### src/rtl/hps_reset_seq.sv
// ---------------------------------------------------------------------------
// hps_reset_seq
//   Turns asynchronous fabric reset-request lines into clean, rate-limited
//   cold/warm/debug request pulses towards the HPS. It also produces a
//   synchronised fabric reset from the HPS-to-fabric reset.
//
//   Each source is synchronised and then debounced. The rising edge of a
//   debounced level is an event of that source's kind. A three-state FSM
//   (IDLE -> PULSE -> HOLDOFF) issues one active-low pulse at a time. It picks
//   the highest-priority kind (cold > warm > debug). Events that arrive while
//   the FSM is busy are remembered in a pending register.
//
// Ports
//   clk_clk               in   system clock
//   reset_reset_n         in   asynchronous active-low reset
//   src_req[NUM_SRC]      in   asynchronous active-high reset requests
//   h2f_reset_n           in   asynchronous HPS-to-fabric reset
//   f2h_cold_reset_req_n  out  cold request to the HPS, active-low
//   f2h_warm_reset_req_n  out  warm request to the HPS, active-low
//   f2h_debug_reset_req_n out  debug request to the HPS, active-low
//   fabric_rst_n          out  synchronised fabric reset, active-low
//   busy                  out  FSM is outside IDLE
//   last_kind[2]          out  kind of the most recently issued pulse
//   req_count[CNT_W]      out  saturating count of issued pulses
// ---------------------------------------------------------------------------
module hps_reset_seq #(
  parameter int                   NUM_SRC         = 4,
  parameter logic [2*NUM_SRC-1:0] SRC_KIND        = 8'b11_10_01_00,
  parameter int                   DEBOUNCE_CYCLES = 1000,
  parameter int                   PULSE_CYCLES    = 16,
  parameter int                   HOLDOFF_CYCLES  = 64,
  parameter int                   RELEASE_DELAY   = 8,
  parameter int                   CNT_W           = 8
) (
  input  logic               clk_clk,
  input  logic               reset_reset_n,
  input  logic [NUM_SRC-1:0] src_req,
  input  logic               h2f_reset_n,
  output logic               f2h_cold_reset_req_n,
  output logic               f2h_warm_reset_req_n,
  output logic               f2h_debug_reset_req_n,
  output logic               fabric_rst_n,
  output logic               busy,
  output logic [1:0]         last_kind,
  output logic [CNT_W-1:0]   req_count
);

  localparam int DEB_W   = $clog2(DEBOUNCE_CYCLES + 1);
  localparam int TMR_MAX = (PULSE_CYCLES > HOLDOFF_CYCLES) ? PULSE_CYCLES : HOLDOFF_CYCLES;
  localparam int TMR_W   = $clog2(TMR_MAX + 1);
  localparam int REL_W   = $clog2(RELEASE_DELAY + 1);

  localparam logic [DEB_W-1:0] DEB_LAST   = DEB_W'(DEBOUNCE_CYCLES - 1);
  localparam logic [TMR_W-1:0] PULSE_LAST = TMR_W'(PULSE_CYCLES - 1);
  localparam logic [TMR_W-1:0] HOLD_LAST  = TMR_W'(HOLDOFF_CYCLES - 1);
  localparam logic [REL_W-1:0] REL_LAST   = REL_W'(RELEASE_DELAY - 1);

  localparam logic [1:0] KIND_COLD  = 2'd0;
  localparam logic [1:0] KIND_WARM  = 2'd1;
  localparam logic [1:0] KIND_DEBUG = 2'd2;

  typedef enum logic [1:0] {ST_IDLE, ST_PULSE, ST_HOLDOFF} state_e;

  // -------------------------------------------------------------------------
  // Source synchronisers and debouncers
  // -------------------------------------------------------------------------
  logic [NUM_SRC-1:0] src_s1_q, src_s2_q;
  logic [NUM_SRC-1:0] deb_q, deb_prev_q;
  logic [DEB_W-1:0]   deb_cnt_q [NUM_SRC];

  // NOTE: clocked state is written with non-blocking assignments only, so
  // every flop samples the pre-edge value of its neighbours.
  always_ff @(posedge clk_clk or negedge reset_reset_n) begin
    if (!reset_reset_n) begin
      src_s1_q   <= '0;
      src_s2_q   <= '0;
      deb_q      <= '0;
      deb_prev_q <= '0;
      // NOTE: this counter array is plain flops, not a RAM, so it is reset
      // element by element like any other register.
      for (int i = 0; i < NUM_SRC; i++) deb_cnt_q[i] <= '0;
    end else begin
      src_s1_q   <= src_req;
      src_s2_q   <= src_s1_q;
      deb_prev_q <= deb_q;
      for (int i = 0; i < NUM_SRC; i++) begin
        if (!src_s2_q[i]) begin
          // A single low sample drops the level and restarts the count.
          deb_cnt_q[i] <= '0;
          deb_q[i]     <= 1'b0;
        end else if (!deb_q[i]) begin
          if (deb_cnt_q[i] == DEB_LAST) deb_q[i] <= 1'b1;
          else                          deb_cnt_q[i] <= deb_cnt_q[i] + 1'b1;
        end
      end
    end
  end

  // Rising debounced edges, folded into one bit per kind (index = kind).
  // Disabled sources (kind 3) never produce an event.
  logic [2:0] kind_evt;

  // NOTE: every combinational output gets a default first, so no path can
  // leave it unassigned and infer a latch.
  always_comb begin
    kind_evt = '0;
    for (int i = 0; i < NUM_SRC; i++) begin
      if (deb_q[i] && !deb_prev_q[i]) begin
        case (SRC_KIND[2*i +: 2])
          KIND_COLD:  kind_evt[0] = 1'b1;
          KIND_WARM:  kind_evt[1] = 1'b1;
          KIND_DEBUG: kind_evt[2] = 1'b1;
          default:    ;
        endcase
      end
    end
  end

  // -------------------------------------------------------------------------
  // Request FSM
  // -------------------------------------------------------------------------
  state_e             state_q, state_d;
  logic [TMR_W-1:0]   tmr_q, tmr_d;
  logic [2:0]         pend_q, pend_d;
  logic [1:0]         last_kind_q, last_kind_d;
  logic [CNT_W-1:0]   req_count_q, req_count_d;
  logic [2:0]         req_any;
  logic [1:0]         sel_kind;

  always_comb begin
    state_d     = state_q;
    tmr_d       = tmr_q;
    pend_d      = pend_q;
    last_kind_d = last_kind_q;
    req_count_d = req_count_q;
    req_any     = kind_evt | pend_q;
    sel_kind    = req_any[0] ? KIND_COLD : (req_any[1] ? KIND_WARM : KIND_DEBUG);

    case (state_q)
      ST_IDLE: begin
        if (|req_any) begin
          state_d     = ST_PULSE;
          tmr_d       = '0;
          last_kind_d = sel_kind;
          if (req_count_q != {CNT_W{1'b1}}) req_count_d = req_count_q + 1'b1;
          // The issued kind is the highest one present. Clearing it and
          // everything below leaves nothing, and this also drops any
          // lower-priority events from this same cycle.
          pend_d      = '0;
        end
      end
      ST_PULSE: begin
        pend_d = pend_q | kind_evt;
        if (tmr_q == PULSE_LAST) begin
          state_d = ST_HOLDOFF;
          tmr_d   = '0;
        end else begin
          tmr_d = tmr_q + 1'b1;
        end
      end
      ST_HOLDOFF: begin
        pend_d = pend_q | kind_evt;
        if (tmr_q == HOLD_LAST) begin
          state_d = ST_IDLE;
          tmr_d   = '0;
        end else begin
          tmr_d = tmr_q + 1'b1;
        end
      end
      default: state_d = ST_IDLE;
    endcase
  end

  // The outputs are decoded from next-state so they are registered but still
  // change on the same edge as the FSM. The async reset releases a request
  // line at once.
  logic cold_n_q, warm_n_q, debug_n_q, busy_q;

  always_ff @(posedge clk_clk or negedge reset_reset_n) begin
    if (!reset_reset_n) begin
      state_q     <= ST_IDLE;
      tmr_q       <= '0;
      pend_q      <= '0;
      last_kind_q <= '0;
      req_count_q <= '0;
      cold_n_q    <= 1'b1;
      warm_n_q    <= 1'b1;
      debug_n_q   <= 1'b1;
      busy_q      <= 1'b0;
    end else begin
      state_q     <= state_d;
      tmr_q       <= tmr_d;
      pend_q      <= pend_d;
      last_kind_q <= last_kind_d;
      req_count_q <= req_count_d;
      cold_n_q    <= !(state_d == ST_PULSE && last_kind_d == KIND_COLD);
      warm_n_q    <= !(state_d == ST_PULSE && last_kind_d == KIND_WARM);
      debug_n_q   <= !(state_d == ST_PULSE && last_kind_d == KIND_DEBUG);
      busy_q      <= (state_d != ST_IDLE);
    end
  end

  // -------------------------------------------------------------------------
  // Fabric reset: synchronise h2f_reset_n, assert at once, release late
  // -------------------------------------------------------------------------
  logic             h2f_s1_q, h2f_s2_q, fabric_rst_n_q;
  logic [REL_W-1:0] rel_cnt_q;

  always_ff @(posedge clk_clk or negedge reset_reset_n) begin
    if (!reset_reset_n) begin
      h2f_s1_q       <= 1'b0;
      h2f_s2_q       <= 1'b0;
      rel_cnt_q      <= '0;
      fabric_rst_n_q <= 1'b0;
    end else begin
      h2f_s1_q <= h2f_reset_n;
      h2f_s2_q <= h2f_s1_q;
      if (!h2f_s2_q) begin
        rel_cnt_q      <= '0;
        fabric_rst_n_q <= 1'b0;
      end else if (!fabric_rst_n_q) begin
        if (rel_cnt_q == REL_LAST) fabric_rst_n_q <= 1'b1;
        else                       rel_cnt_q      <= rel_cnt_q + 1'b1;
      end
    end
  end

  assign f2h_cold_reset_req_n  = cold_n_q;
  assign f2h_warm_reset_req_n  = warm_n_q;
  assign f2h_debug_reset_req_n = debug_n_q;
  assign fabric_rst_n          = fabric_rst_n_q;
  assign busy                  = busy_q;
  assign last_kind             = last_kind_q;
  assign req_count             = req_count_q;

endmodule

### config.mk
export PLATFORM = sky130hd
export DESIGN_NAME = hps_reset_seq
export DESIGN_NICKNAME = d
export VERILOG_FILES = /design/src/rtl/hps_reset_seq.sv
export SDC_FILE = /design/constraint.sdc
export NUM_CORES = 1
export LEC_CHECK = 0
export BUFFER_PORTS_ARGS = -buffer_cell sky130_fd_sc_hd__clkbuf_2
export CAP_MARGIN = 20
export CORE_AREA = 2 2 95 97
export CTS_CLUSTER_SIZE = 12
export DETAILED_ROUTE_END_ITERATION = 7
export DIE_AREA = 0 0 97 99
export PLACE_DENSITY = 0.58
export REMOVE_ABC_BUFFERS = 1
export SLEW_MARGIN = 10
export SYNTH_ARGS = -nofsm -noshare
export SYNTH_HDL_FRONTEND = slang
export SYNTH_SLANG_ARGS = --single-unit
export TNS_END_PERCENT = 50
### constraint.sdc
create_clock -name clk_clk -period 1.75 [get_ports clk_clk]
set_clock_uncertainty 0.15 [all_clocks]
set_input_delay 0.2625 -clock clk_clk [delete_from_list [all_inputs] [get_ports clk_clk]]
set_output_delay 0.2625 -clock clk_clk [all_outputs]
set_load 0.1 [all_outputs]
# --- Yosys cells after proc, flatten, opt, wreduce, memory -nomap -nowiden ---
# Cells that the tools add are included.
totals:
  reg_bits: 88
  in_bits: 7
  elab_cells: 127
classes:
  add_sub_neg: 7
  eq_ne: 24
  muxes: 47
  bitwise: 1
  reduce_logical: 27
ops:
  columns: ["cell", "count"]
  rows:
  - ["$mux 10", 12]
  - ["$add 10x1->10 const B", 4]
  - ["$eq 10x10->1 const B", 4]
  - ["$ne 2x2->1 const B", 11]
  - ["$mux 7", 3]
  - ["$pmux 7 s3", 1]
  - ["$mux 1", 18]
  - ["$mux 2", 7]
  - ["$reduce_and 2->1", 7]
  - ["$mux 4", 3]
  - ["$add 8x1->8 const B", 1]
  - ["$ne 8x8->1 const B", 1]
  - ["$add 7x1->7 const B", 1]
  - ["$eq 7x4->1 const B", 1]
  - ["$eq 7x6->1 const B", 1]
  - ["$eq 2x1->1 const B", 3]
  - ["$logic_and 1x1->1", 6]
  - ["$logic_not 1->1", 6]
  - ["$pmux 2 s3", 1]
  - ["$pmux 3 s2", 1]
  - ["$add 4x1->4 const B", 1]
  - ["$eq 2x2->1 const B", 2]
  - ["$eq 4x3->1 const B", 1]
  - ["$logic_not 2->1", 2]
  - ["7 further kinds", 8]

# --- Depth between registers and ports, before layout ---
logic_depth:
  ltp_word: 11
  depth_mapped: 8
  mapped_depth_nobuf: 7

# --- Least setup slack after synthesis ---
# No wires, ideal clock.
synth_path:
  path_kind: "register to register"
  start: "reg req_count_q[0] (netlist: req_count[0])"
  end: "reg req_count_q[1] (netlist: req_count[1])"
  setup_time_ns: 0.126
  arrival_ns: 2.072
  required_time_ns: 1.474
  setup_slack_ns: -0.598
  stages_incl_launch_ff: 6
  period_less_slack_ns: 2.348
  cell_sequence: "dfrtp_1 > ha_1 > and3_1 > a31o_1 > a21oi_4 > mux2_2"
synth_via:
  elab_chain_cells: 2
synth_lines:
  columns: ["element", "line_no", "text"]
  rows:
  - ["from (decl)", "126", "logic [CNT_W-1:0] req_count_q, req_count_d;"]
  - ["from (signal assigned)", "195", "req_count_q <= req_count_d;"]
  - ["branches (longest 2 deep; another with $add 8x1->8)", null, null]
# Several ways; the timed one is not identified.
# A chain may end at the register's enable or synchronous reset.

# --- Worst setup path in the final report ---
layout_path:
  start: "reg state_q[0]"
  end: "reg tmr_q[2]"
layout_via:
  elab_chain_cells: 3
layout_lines:
  columns: ["element", "line_no", "text"]
  rows:
  - ["from (decl)", "122", "state_e state_q, state_d;"]
  - ["from (signal assigned)", "191", "state_q <= state_d;"]
  - ["$eq 2x2->1, or another cell as far along", "139", "case (state_q)"]
  - ["$reduce_bool 3->1 (no source line) or $ne 2x2->1 (tied branches)", null, null]
  - ["$reduce_and 2->1 (no source line)", null, null]
  - ["to (signal assigned)", "192", "tmr_q <= tmr_d;"]
  - ["to (decl)", "123", "logic [TMR_W-1:0] tmr_q, tmr_d;"]
# Parallel ways exist; a longest one is shown, timed or not.

==> summary.txt <==
status -> complete, but fails checks
failing checks -> setup timing
WP data required -> 1.85 ns
Seq cells post-synth -> 75
Nets -> 418
Slew headroom -> 62.6%
Avg Inst Size Synth -> 11.3 sq um
Hold WC Path Type -> input pin to asynchronous set/reset pin
Top FF cell, synth -> dfrtp_1
FMAX -> 552 MHz
worst-path cell chain -> buf_6, buf_4, ha_1, a31o_4, nand2b_4, o311ai_4
CP Launch Type -> flop
most common cell after layout, fill and taps aside -> dfrtp_1
antenna violations before repair -> 0
fin worst setup slack -> -0.0624 ns
Cell Pwr Density -> 737 mW/mm^2
synthesized area -> 0.00354 sq mm
Post-Synthesis Cells -> 312
Port Buf Inserts -> 20
vias -> 2575
commonest cells after routing, fill and taps aside -> dfrtp_1 (72), buf_4 (58), and2_1 (27)
Via density -> 5.01
Crit path depth -> 6
drt wl/cell -> 13.1 microns
DRT Pass-1 Iters -> 4
I/O pin cnt -> 22
Synthesis Warnings -> 0
antenna diode count -> 0
CP peak stage delay -> 0.41 ns
WS Path Type -> flop to flop
Cell Area, Placed -> 0.00414 sq mm
kind of cell adding the most delay to the critical path -> compound AO/OA/AOI/OAI gates
Die Height -> 99 microns
clock latency on the worst-skew pair -> 0.34 ns
vias in the first global route -> 2581
core box area -> 0.00855 sq mm
Final setup violation count -> 8
gp weighted congestion -> 0.811
Initial Utilization -> 41.4%
WL final -> 6720 microns
unrepaired setup endpoints after global routing -> yes
final core occ -> 55.3%
Max IR drop VDD -> 0.000538 V
Worst-path clk slew -> 0.08 ns
Slowest-stage cell, CP -> dfrtp_1
Final HPWL DP -> 4500 microns
Slew Viols, Final -> 0
ys async rst share -> 100%
CTS H-tree depth -> 3
Rows -> 34
Final Hold Viols -> 0
CP max FO -> 7
root buf cell -> clkbuf_8
static leakage -> 2.26 nW
pin count of the biggest net entering global routing -> 32
Final Cell Area -> 0.00473 sq mm
max-cap violations -> 0
grt ovf -> 0
first-pass GRT wire length -> 11700 microns
R2R depth -> 6
Fillers -> 741
DR DRC count -> 0
register area share after synthesis -> 53.1%
CTS tree -> done
CTS Buffer Depth -> 2
EDFF count, synth -> 0
CTS Buf Count -> 9
GRT Total Usage -> 14.9%
Area growth syn-to-layout -> 33.6%
Buf+Inv Stages, Crit Path -> 2
Worst Setup End Kind -> flop
CTS Sinks -> 75
worst path arrival time -> 1.91 ns
ANT nets after route -> 0
share of cells above drive strength 1 -> 34.0%
Yosys cell types -> 56
1st-iter DRT viols -> 77
post-layout minimum cycle time -> 1.81 ns
Die Wd -> 97 microns
full die area -> 0.00960 sq mm
slew of the pin with the lowest slew margin -> 0.564 ns
final worst path period share -> 104%
[Yosys cell counts, types with 2 or more instances]
library cell | count | area (sq um)
dfrtp_1 | 72 | 1800
and2_1 | 27 | 169
nand2_1 | 20 | 75.1
xnor2_1 | 20 | 175
nand3_1 | 15 | 75.1
inv_1 | 13 | 48.8
xor2_1 | 13 | 114
and3_1 | 12 | 75.1
ha_1 | 10 | 125
nor2b_1 | 10 | 62.6
nand4_1 | 9 | 56.3
nor2_1 | 8 | 30.0
a21oi_1 | 7 | 35.0
nor3_1 | 6 | 30.0
o21ai_0 | 6 | 30.0
mux2i_1 | 5 | 50.1
a21o_1 | 3 | 22.5
clkbuf_1 | 3 | 11.3
dfstp_2 | 3 | 78.8
nand2b_1 | 3 | 18.8
o21ai_1 | 3 | 15.0
o22ai_1 | 3 | 18.8
or3_1 | 3 | 18.8
a21boi_0 | 2 | 15.0
and4_1 | 2 | 17.5
nand4b_1 | 2 | 17.5
o21a_1 | 2 | 15.0
o31ai_2 | 2 | 25.0
[through the flow]
stage | power, mW | setup TNS (ns) | hold slack, ns | setup slack, ns | instances
floorplan | 1.88 | -4.70 | -0.183 | -0.598 | 308
global placement | 1.96 | -0.525 | 0.0186 | -0.0795 | 484
detailed placement | 1.97 | -1.33 | 0.0184 | -0.190 | 484
CTS | 3.52 | -0.378 | 0.178 | -0.0428 | 509
global route | 3.63 | -1.43 | 0.200 | -0.146 | 514
finish | 3.49 | -0.190 | 0.187 | -0.0624 | 514
[layout make-up]
cell class | count | area (sq um) | area share, %
flip-flops and latches | 75 | 1880 | 39.8
clock inverters | 5 | 83.8 | 1.77
inverters | 13 | 48.8 | 1.03
clock buffers | 11 | 151 | 3.20
repair buffers | 82 | 608 | 12.9
well taps | 108 | 135 | 2.86
multi-input cells | 220 | 1820 | 38.5
[power breakdown]
group | internal [mW] | switching (mW) | total, mW
Clock | 0.886 | 0.652 | 1.54
Combinational | 0.0772 | 0.0784 | 0.156
Sequential | 1.76 | 0.0270 | 1.79
Total | 2.73 | 0.758 | 3.49
[cells by family after synthesis]
logic type                 Yosys count  synth area share (%)
AOI/OAI and AO/OA                   43                  9.58
xor gates and xnor gates            33                  8.17
adders and majority gates           10                  3.54
buffers and inverters               17                  1.84
DFF                                 75                  53.1
muxes                                6                  1.73
and+or+nand+nor                    128                  22.0
[flip-flops by register name (all words and copies together) (netlist names), 2 cells and up]
register    count
src_s2_q        3
rel_cnt_q       4
deb_q           3
tmr_q           7
src_s1_q        3
deb_prev_q      3
pend_q          3
state_q         2
deb_cnt_q      30
req_count       8
last_kind       2
[path summary, 6_finish.rpt]
| path | endpoint | slack (ns) | from |
|---|---|---|---|
| worst max-delay path | tmr_q[2] | -0.06 | state_q[0] |
| max in group asynchronous | f2h_debug_reset_req_n | 0.73 | reset_reset_n |
| worst min-delay path | req_count[1] | 0.19 | reset_reset_n |
| worst max register to register | tmr_q[2] | -0.06 | state_q[0] |
| min in group clk_clk | src_s2_q[0] | 0.20 | src_s1_q[0] |
| worst min register to register | src_s2_q[0] | 0.20 | src_s1_q[0] |
[timing repair]
item                                   4_1_cts  5_1_grt
hold buffers                                 5        0
setup endpoints to repair                   19       31
resized for setup                           33       15
setup buffers                                4        5
endpoints found under the hold margin       77        0
pin swaps                                   16       21
cloned                                       0        0
[metal layers]
layer | global-route usage [%] | vias up | wire length (microns)
met5 | 0 | - | 0
met4 | 6.93 | 0 | 117
met3 | 2.77 | 9 | 156
met2 | 24.7 | 20 | 3330
met1 | 19.0 | 1268 | 3120
li1 | - | 1278 | -
No activity file was read; power rests on OpenSTA's default activity.
